[src/rtl/display_sched_pkg.sv]
// Shared types and constants for the display_scheduler slice.
package display_sched_pkg;

    typedef enum logic [1:0] {
        IDLE,
        SHOW_MEAS,
        SHOW_USER
    } state_t;

    localparam logic SRC_MEAS = 1'b0;
    localparam logic SRC_USER = 1'b1;

    localparam int unsigned FREQ_W_DEF = 13;

endpackage

[src/rtl/display_scheduler_tick_divider.sv]
// tick_divider: free-running modulo-DIV counter, counts only while en is high.
// tick is high during the enabled cycle in which the counter wraps back to 0.
module tick_divider #(
    parameter int unsigned DIV = 10
) (
    input  logic clk,
    input  logic reset,
    input  logic en,
    output logic tick
);

    localparam int unsigned CW = (DIV > 1) ? $clog2(DIV) : 1;
    localparam logic [CW-1:0] LAST = CW'(DIV - 1);

    logic [CW-1:0] cnt;

    always_ff @(posedge clk or negedge reset) begin
        if (!reset) begin
            cnt <= '0;
        end else if (en) begin
            cnt <= (cnt == LAST) ? '0 : cnt + 1'b1;
        end
    end

    assign tick = en && (cnt == LAST);

endmodule

[src/rtl/display_scheduler.sv]
// display_scheduler: shares the frequency display between rate-limited meas and dwell-timed user values.
// Optional DISPLAY_HOLD_EN adds hold_in, which freezes handshakes, counters and outputs.
module display_scheduler
    import display_sched_pkg::*;
#(
    parameter int unsigned CLK_FREQ_HZ = 50_000_000,
    parameter int unsigned REFRESH_HZ  = 4,
    parameter int unsigned DWELL_MS    = 1000,
    parameter int unsigned FREQ_W      = FREQ_W_DEF
) (
    input  logic              clk,
    input  logic              reset,
    input  logic              meas_valid,
    output logic              meas_ready,
    input  logic [FREQ_W-1:0] meas_freq,
    input  logic [1:0]        meas_scale,
    input  logic              user_valid,
    output logic              user_ready,
    input  logic [FREQ_W-1:0] user_freq,
    input  logic [1:0]        user_scale,
`ifdef DISPLAY_HOLD_EN
    input  logic              hold_in,
`endif
    output logic [FREQ_W-1:0] frequency_out,
    output logic [1:0]        scale_out,
    output logic              src_out,
    output logic              update_pulse
);

    localparam int unsigned REFRESH_CYC = CLK_FREQ_HZ / REFRESH_HZ;
    localparam int unsigned DWELL_CYC   = (CLK_FREQ_HZ / 1000) * DWELL_MS;
    localparam int unsigned DW          = (DWELL_CYC > 1) ? $clog2(DWELL_CYC) : 1;
    localparam logic [DW-1:0] DWELL_LAST = DW'(DWELL_CYC - 1);

    state_t        state;
    logic          ref_pending;
    logic          refresh_tick;
    logic          refresh_en;
    logic [DW-1:0] dwell_cnt;
    logic          changed;
    logic          hold;
    logic          meas_acc;
    logic          user_acc;

`ifdef DISPLAY_HOLD_EN
    assign hold = hold_in;
`else
    assign hold = 1'b0;
`endif

    // User always wins: meas_ready drops whenever a user value is on offer.
    always_comb begin
        user_ready = (state != IDLE) && !hold;
        meas_ready = (state == SHOW_MEAS) && ref_pending && !hold && !user_valid;
        user_acc   = user_valid && user_ready;
        meas_acc   = meas_valid && meas_ready;
        refresh_en = (state == SHOW_MEAS) && !hold;
    end

    tick_divider #(
        .DIV (REFRESH_CYC)
    ) u_refresh (
        .clk   (clk),
        .reset (reset),
        .en    (refresh_en),
        .tick  (refresh_tick)
    );

    always_ff @(posedge clk or negedge reset) begin
        if (!reset) begin
            state         <= IDLE;
            ref_pending   <= 1'b0;
            dwell_cnt     <= '0;
            frequency_out <= '0;
            scale_out     <= '0;
            src_out       <= SRC_MEAS;
            changed       <= 1'b0;
            update_pulse  <= 1'b0;
        end else begin
            changed      <= meas_acc || user_acc;
            update_pulse <= changed;
            if (!hold) begin
                case (state)
                    IDLE: state <= SHOW_MEAS;
                    SHOW_MEAS: begin
                        if (user_acc) begin
                            frequency_out <= user_freq;
                            scale_out     <= user_scale;
                            src_out       <= SRC_USER;
                            dwell_cnt     <= '0;
                            state         <= SHOW_USER;
                        end else if (meas_acc) begin
                            frequency_out <= meas_freq;
                            scale_out     <= meas_scale;
                            src_out       <= SRC_MEAS;
                        end
                        // A tick landing on an accept re-arms the flag for the next sample.
                        if (refresh_tick) begin
                            ref_pending <= 1'b1;
                        end else if (meas_acc) begin
                            ref_pending <= 1'b0;
                        end
                    end
                    SHOW_USER: begin
                        if (user_acc) begin
                            frequency_out <= user_freq;
                            scale_out     <= user_scale;
                            src_out       <= SRC_USER;
                            dwell_cnt     <= '0;
                        end else if (dwell_cnt == DWELL_LAST) begin
                            state       <= SHOW_MEAS;
                            ref_pending <= 1'b1;
                        end else begin
                            dwell_cnt <= dwell_cnt + 1'b1;
                        end
                    end
                    default: state <= IDLE;
                endcase
            end
        end
    end

endmodule
[config.mk]
export PLATFORM = sky130hd
export DESIGN_NAME = display_scheduler
export DESIGN_NICKNAME = d
export VERILOG_FILES = /design/src/rtl/display_sched_pkg.sv /design/src/rtl/display_scheduler_tick_divider.sv /design/src/rtl/display_scheduler.sv
export SDC_FILE = /design/constraint.sdc
export NUM_CORES = 1
export LEC_CHECK = 0
export CAP_MARGIN = 20
export CORE_MARGIN = 10
export CORE_UTILIZATION = 51
export CTS_BUF_LIST = sky130_fd_sc_hd__clkbuf_8
export CTS_CLUSTER_SIZE = 40
export DETAILED_ROUTE_END_ITERATION = 6
export GPL_TIMING_DRIVEN = 0
export MAX_ROUTING_LAYER = met4
export PLACE_DENSITY = 0.75
export SYNTH_ARGS = -nofsm -noshare
export SYNTH_HDL_FRONTEND = slang
export SYNTH_SLANG_ARGS = --single-unit
[constraint.sdc]
create_clock -name clk -period 2.1 [get_ports clk]
set_clock_uncertainty 0.05 [all_clocks]
set_input_delay 0.315 -clock clk [delete_from_list [all_inputs] [get_ports clk]]
set_output_delay 0.315 -clock clk [all_outputs]
set_load 0.02 [all_outputs]
# [After elaboration in Yosys (flattened, before gate mapping)]
# Cells that the tools add are included.
[word_totals] regBits=71 latchBits=0 ramBits=0 rom_bits=0 elab_cells=61 memories=0
[classes] add_sub_neg=2 mul=0 div_mod_pow=0 magnitude_cmp=0 n_eq_ne=11 n_shift=0 mux=25 bitwise_logic=0 reduce_logical=14
[op_table] operator="26-bit two-way mux" count=3
[op_table] operator="26-bit one-hot mux with 2 select lines" count=1
[op_table] operator="13-bit two-way mux" count=3
[op_table] operator="26-bit by 1-bit adder with 26-bit output, second input constant" count=1
[op_table] operator="26-bit equality test, second input constant" count=1
[op_table] operator="13-bit one-hot mux with 2 select lines" count=1
[op_table] operator="24-bit by 1-bit adder with 24-bit output, second input constant" count=1
[op_table] operator="24-bit equality test, second input constant" count=1
[op_table] operator="24-bit two-way mux" count=1
[op_table] operator="2-bit two-way mux" count=6
[op_table] operator="3-bit != test, second input constant" count=3
[op_table] operator="3-bit AND reduction" count=3
[op_table] operator="2-bit != test, second input constant" count=4
[op_table] operator="1-bit two-way mux" count=6
[op_table] operator="2-bit one-hot mux with 3 select lines" count=1
[op_table] operator="1-bit logical AND" count=5
[op_table] operator="1-bit one-hot mux with 2 select lines" count=2
[op_table] operator="2-bit one-hot mux with 2 select lines" count=1
[op_table] operator="4-bit AND reduction" count=1
[op_table] operator="2-bit nonzero test" count=2
[op_table] operator="2-bit by 1-bit equality test with 1-bit output, second input constant" count=1
[op_table] operator="2-bit equality test, second input constant" count=1
[op_table] operator="2-bit zero test" count=1
[op_table] operator="1-bit zero test" count=1
[op_table] operator="1-bit logical OR" count=1

# [Depth between registers and ports, before layout]
[depth] ltp_word=7 ltp_mapped=8 depth_no_buf=7

# [Cells and area by module]
# A second synthesis with hierarchy kept.
[hier_totals] hier_cells=409 hier_area_um2=3976.3
[modules_own_cells] module="display_scheduler" instances=1 cells_per_inst=278 area_each_um2=2667.6
[modules_own_cells] module="tick_divider" instances=1 cells_per_inst=131 area_each_um2=1308.8

# [Worst setup path before layout]
# No wires, ideal clock.
[synth_timing] path_type="flip-flop to flip-flop" from="register state[0]" to="register frequency_out[0]" setup_time_ns=0.135 t_arrival_ns=1.753 path_slack_ns=0.162 path_stages_with_launch=8 n_path_buf=2 cell_sequence="dfrtp_1 > inv_1 > ha_1 > clkbuf_1 > nor2_1 > buf_4 > mux2i_1 > o21ai_0"
[synth_between] elab_chain_cells=6
[synth_rtl] element="from (decl)" line="display_scheduler.sv:35" text="state_t state;"
[synth_rtl] element="from (signal assigned)" line="display_scheduler.sv:71" text="state <= IDLE;"
[synth_rtl] element="from (signal assigned)" line="display_scheduler.sv:84" text="IDLE: state <= SHOW_MEAS;"
[synth_rtl] element="from (signal assigned)" line="display_scheduler.sv:91" text="state <= SHOW_USER;"
[synth_rtl] element="2-bit by 1-bit equality test with 1-bit output" line="display_scheduler.sv:54, display_scheduler.sv:83"
[synth_rtl] element="1-bit logical AND (2 in a row)" line="display_scheduler.sv:54" text="meas_ready = (state == SHOW_MEAS) && ref_pending && !hold && !user_valid;"
[synth_rtl] element="1-bit logical AND" line="display_scheduler.sv:56" text="meas_acc = meas_valid && meas_ready;"
[synth_rtl] element="3-bit != test (no line)"
[synth_rtl] element="3-bit AND reduction (no line)"
[synth_rtl] element="to (signal assigned)" line="display_scheduler.sv:87" text="frequency_out <= user_freq;"
[synth_rtl] element="to (signal assigned)" line="display_scheduler.sv:93" text="frequency_out <= meas_freq;"
[synth_rtl] element="to (signal assigned)" line="display_scheduler.sv:106" text="frequency_out <= user_freq;"
[synth_rtl] element="to (decl)" line="display_scheduler.sv:24" text="output logic [FREQ_W-1:0] frequency_out,"
# Parallel ways exist; a longest one is shown, timed or not.
# A chain may end at the register's enable or synchronous reset.

# [Final worst setup path]
[layout_timing] from="register dwell_cnt[9]" to="register state[1]"
[layout_between] elab_chain_cells=3
[layout_rtl] element="from (decl)" line="display_scheduler.sv:39" text="logic [DW-1:0] dwell_cnt;"
[layout_rtl] element="from (signal assigned)" line="display_scheduler.sv:114" text="dwell_cnt <= dwell_cnt + 1'b1;"
[layout_rtl] element="26-bit equality test" line="display_scheduler.sv:110" text="end else if (dwell_cnt == DWELL_LAST) begin"
[layout_rtl] element="2-bit != test (no line)"
[layout_rtl] element="3-bit AND reduction (no line)"
[layout_rtl] element="to (signal assigned)" line="display_scheduler.sv:91"
[layout_rtl] element="to (signal assigned)" line="display_scheduler.sv:111" text="state <= SHOW_MEAS;"
[layout_rtl] element="to (signal assigned)" line="display_scheduler.sv:117" text="default: state <= IDLE;"
# No other way between the ends.

==> results.toml <==
[critical_path]
path_delay_family = "simple AND/OR/NAND/NOR gates"
crit_type = "reg -> reg"
path_cells = "buf_4 > nor4b_1 > a41oi_1 > a21o_1 > mux2_1"
worstPathMaxFanout = 9
r2r_end = "state[1]$_DFFE_PN0P_"
cpMaxStageDelayCell = "nor4b_1"
rr_worst_depth = 5
reg2reg_from = "dwell_cnt[9]$_DFFE_PN0P_"
cp.required_ns = 2.28
slowest_delay_ns = 0.54
arrival_ns = 2.23
cp-start-kind = "register"
reg2reg_setup_slack_ns = 0.05
cp-end-kind = "register"
path_buf_inv = 1

[sta]
tns_ns = 0
rsz0062_at_grt = "yes"
min_period_over_period = 0.977
tightest_slew_ns = 0.569
finalSetupViolCount = 0
setup_ws_ns = 0.0489
fmax_mhz = 488
report.final.slew_viol_count = 0
period_minus_slack_ns = 2.05
hold_viol_final = 0
max_slew_margin = 0.615

[detailed_routing]
routedWlPerCell_um = 16.5
vias_per_cell = 5.81
drt-initial-drc-count = 316
postRouteAntennaNets = 0
finalWirelength_um = 9780
first_pass_iters = 5
route.detailed.drc = 0
vias = 3433

[logic_synthesis]
synthCells = 411
avgSynthCellArea_sq_um = 9.37
synth-seq-area-share = 0.461
ys.flop_type = "dfrtp_1"
synthArstFlopShare = 1.00
synth_edf_count = 0
synth-seq-cells = 71
yosysUniqueCellTypes = 50
synthesis.area_sq_um = 3850
syn_nets = 452
ys_warn_count = 0

[floorplan]
die_h_um = 107
rows = 31
io_pins = 53
die-area_sq_um = 11400
initial_core_util = 0.528
core-area_sq_um = 7290
die-width_um = 107

[clock_network]
cts_root_buf = "clkbuf_8"
clock_path_buffers = 2
clk_pin_slew_worst_paths_ns = 0.08
cts_max_level = 3
clock_latency_ns = 0.35
tritoncts.num_buffers = 9
clock_sinks = 71
tritoncts = "built"

[grt]
grt_overflow = 0
grt_first_pass_wirelength_um = 15800
grt_max_degree = 49
track_usage = 0.174
first_global_vias = 3264
antenna_found_initial = 0

[layout]
drive_above_1_share = 0.157
syn_to_final_growth_pct = 29.6
n_antenna_cell = 0
fin_nets = 528
fill_cells = 581

[place]
gp_congestion = 0.883
portBuffers = 52
dp_hpwl_um = 6770
dp_slack_ns = -0.430

[run_status]
status = "finished, final reports clean"

[power_and_ir_drop]
irDropWorstVdd_mv = 0.983
cellLeakagePower_uw = 0.00221
power_density_nw_per_um2 = 1110

[run]
maxCapViolations = 0

[min_path]
min_to = "update_pulse$_DFF_PN0_"
min_from = "changed$_DFF_PN0_"
hp-class = "reg -> reg"
hold_depth = 0
[layer usage]
metal	GRT usage	up-vias	routed length, um
met3	0.0389	14	478
met1	0.214	1665	4260
met4	0.0484	0	98
met5	-	-	0
met2	0.281	104	4930
li1	-	1650	-
[power by group]
| part | switching, uW | internal [uW] | total, uW | leakage, uW |
|---|---|---|---|---|
| Combinational | 1380 | 992 | 2370 | 0.00115 |
| Sequential | 199 | 1640 | 1840 | 0.000947 |
| Clock | 549 | 793 | 1340 | 0.000120 |
[area by class of cell]
cell class / instances / area (sq um) / share of cell area
Clock buffer: 9 / 124 / 0.0248
Buffer: 16 / 92.6 / 0.0185
Tap cell: 99 / 124 / 0.0248
Sequential cell: 71 / 1780 / 0.356
Timing Repair Buffer: 66 / 642 / 0.129
Inverter: 12 / 45.0 / 0.00902
Clock inverter: 7 / 120 / 0.0241
Multi-Input combinational cell: 311 / 2070 / 0.414
[state kept, by name, summed over array words and instances, names as in the netlist]
name	count
changed	1
dwell_cnt	26
frequency_out	13
ref_pending	1
scale_out	2
src_out	1
state	2
u_refresh.cnt	24
update_pulse	1
[through the flow]
stage               hold WS [ns]  cell area [sq um]  power (uW)  std cells  utilization
finish                     0.308               4990        5550        591        0.685
global route               0.314               4990        5900        591        0.685
CTS                        0.314               4830        5420        582        0.662
detailed placement         0.203               4520        4010        563        0.620
global placement           0.287               4500        3950        562        0.617
floorplan                -0.0306               3850        3140        411            -
[cells by family (layout without fill, tap and decap cells)]
group	count (synthesis)	count (layout)	synth area share
flip-flops	71	71	0.461
multiplexers	20	20	0.0529
AO/OA/AOI/OAI	91	91	0.138
XOR/XNOR	20	20	0.0455
AND/OR/NAND/NOR	173	173	0.247
adder cells (fa/ha/maj)	7	7	0.0227
buffers and inverters	29	110	0.0322
[cell usage in the layout, fill, tap and decap left out, drive strengths merged, types with 11 or more instances in the layout]
cell,Yosys,layout
buf,5,23
clkbuf,12,17
clkdlybuf4s50,0,49
dfrtp,71,71
inv,12,13
mux2i,17,17
nand2,49,49
nand3,26,26
nand4,17,17
nor2,31,31
nor4,11,11
o21ai,50,50
xor2,11,11
[worst register-to-register path, stage by stage (launching register included)]
cell and delay, ns:
dfrtp_1 0.37, buf_4 0.17, nor4b_1 0.54, a41oi_1 0.25, a21o_1 0.23, mux2_1 0.32
[synth_stat cells, types with 9 or more instances]
library cell  instances  area share
nor2_1               31       0.030
nand4_1              15       0.024
a21oi_1              10       0.013
nor3_1                9       0.012
o21ai_0              50       0.065
clkbuf_1             11       0.011
nand3_1              25       0.032
dfrtp_1              71        0.46
nand2_1              49       0.048
xnor2_1               9       0.020
inv_1                12       0.012
xor2_1               11       0.025
mux2i_1              17       0.044
[worst max path at each step]
stage	slack, ns	depth (start not counted)	startpoint	to
finish	0.05	5	dwell_cnt[9]$_DFFE_PN0P_	state[1]$_DFFE_PN0P_
global route	-0.05	5	u_refresh.cnt[6]$_DFFE_PN0N_	u_refresh.cnt[18]$_DFFE_PN0N_
CTS	-0.09	7	state[0]$_DFFE_PN0P_	dwell_cnt[7]$_DFFE_PN0P_
detailed placement	-0.43	8	state[1]$_DFFE_PN0P_	dwell_cnt[22]$_DFFE_PN0P_
global placement	-1.82	1	reset	frequency_out[4]$_DFFE_PN0P_
floorplan	0.16	7	state[0]$_DFFE_PN0P_	frequency_out[0]$_DFFE_PN0P_
[what timing repair did]
action                     4_1_cts  5_1_grt
gates resized for setup         23       33
pin swaps                        2        4
setup endpoints to repair       45       55
hold buffers                     1        0
hold endpoints to repair        23        0
setup buffers                    2       10
Power figures use the tool's default switching activity.
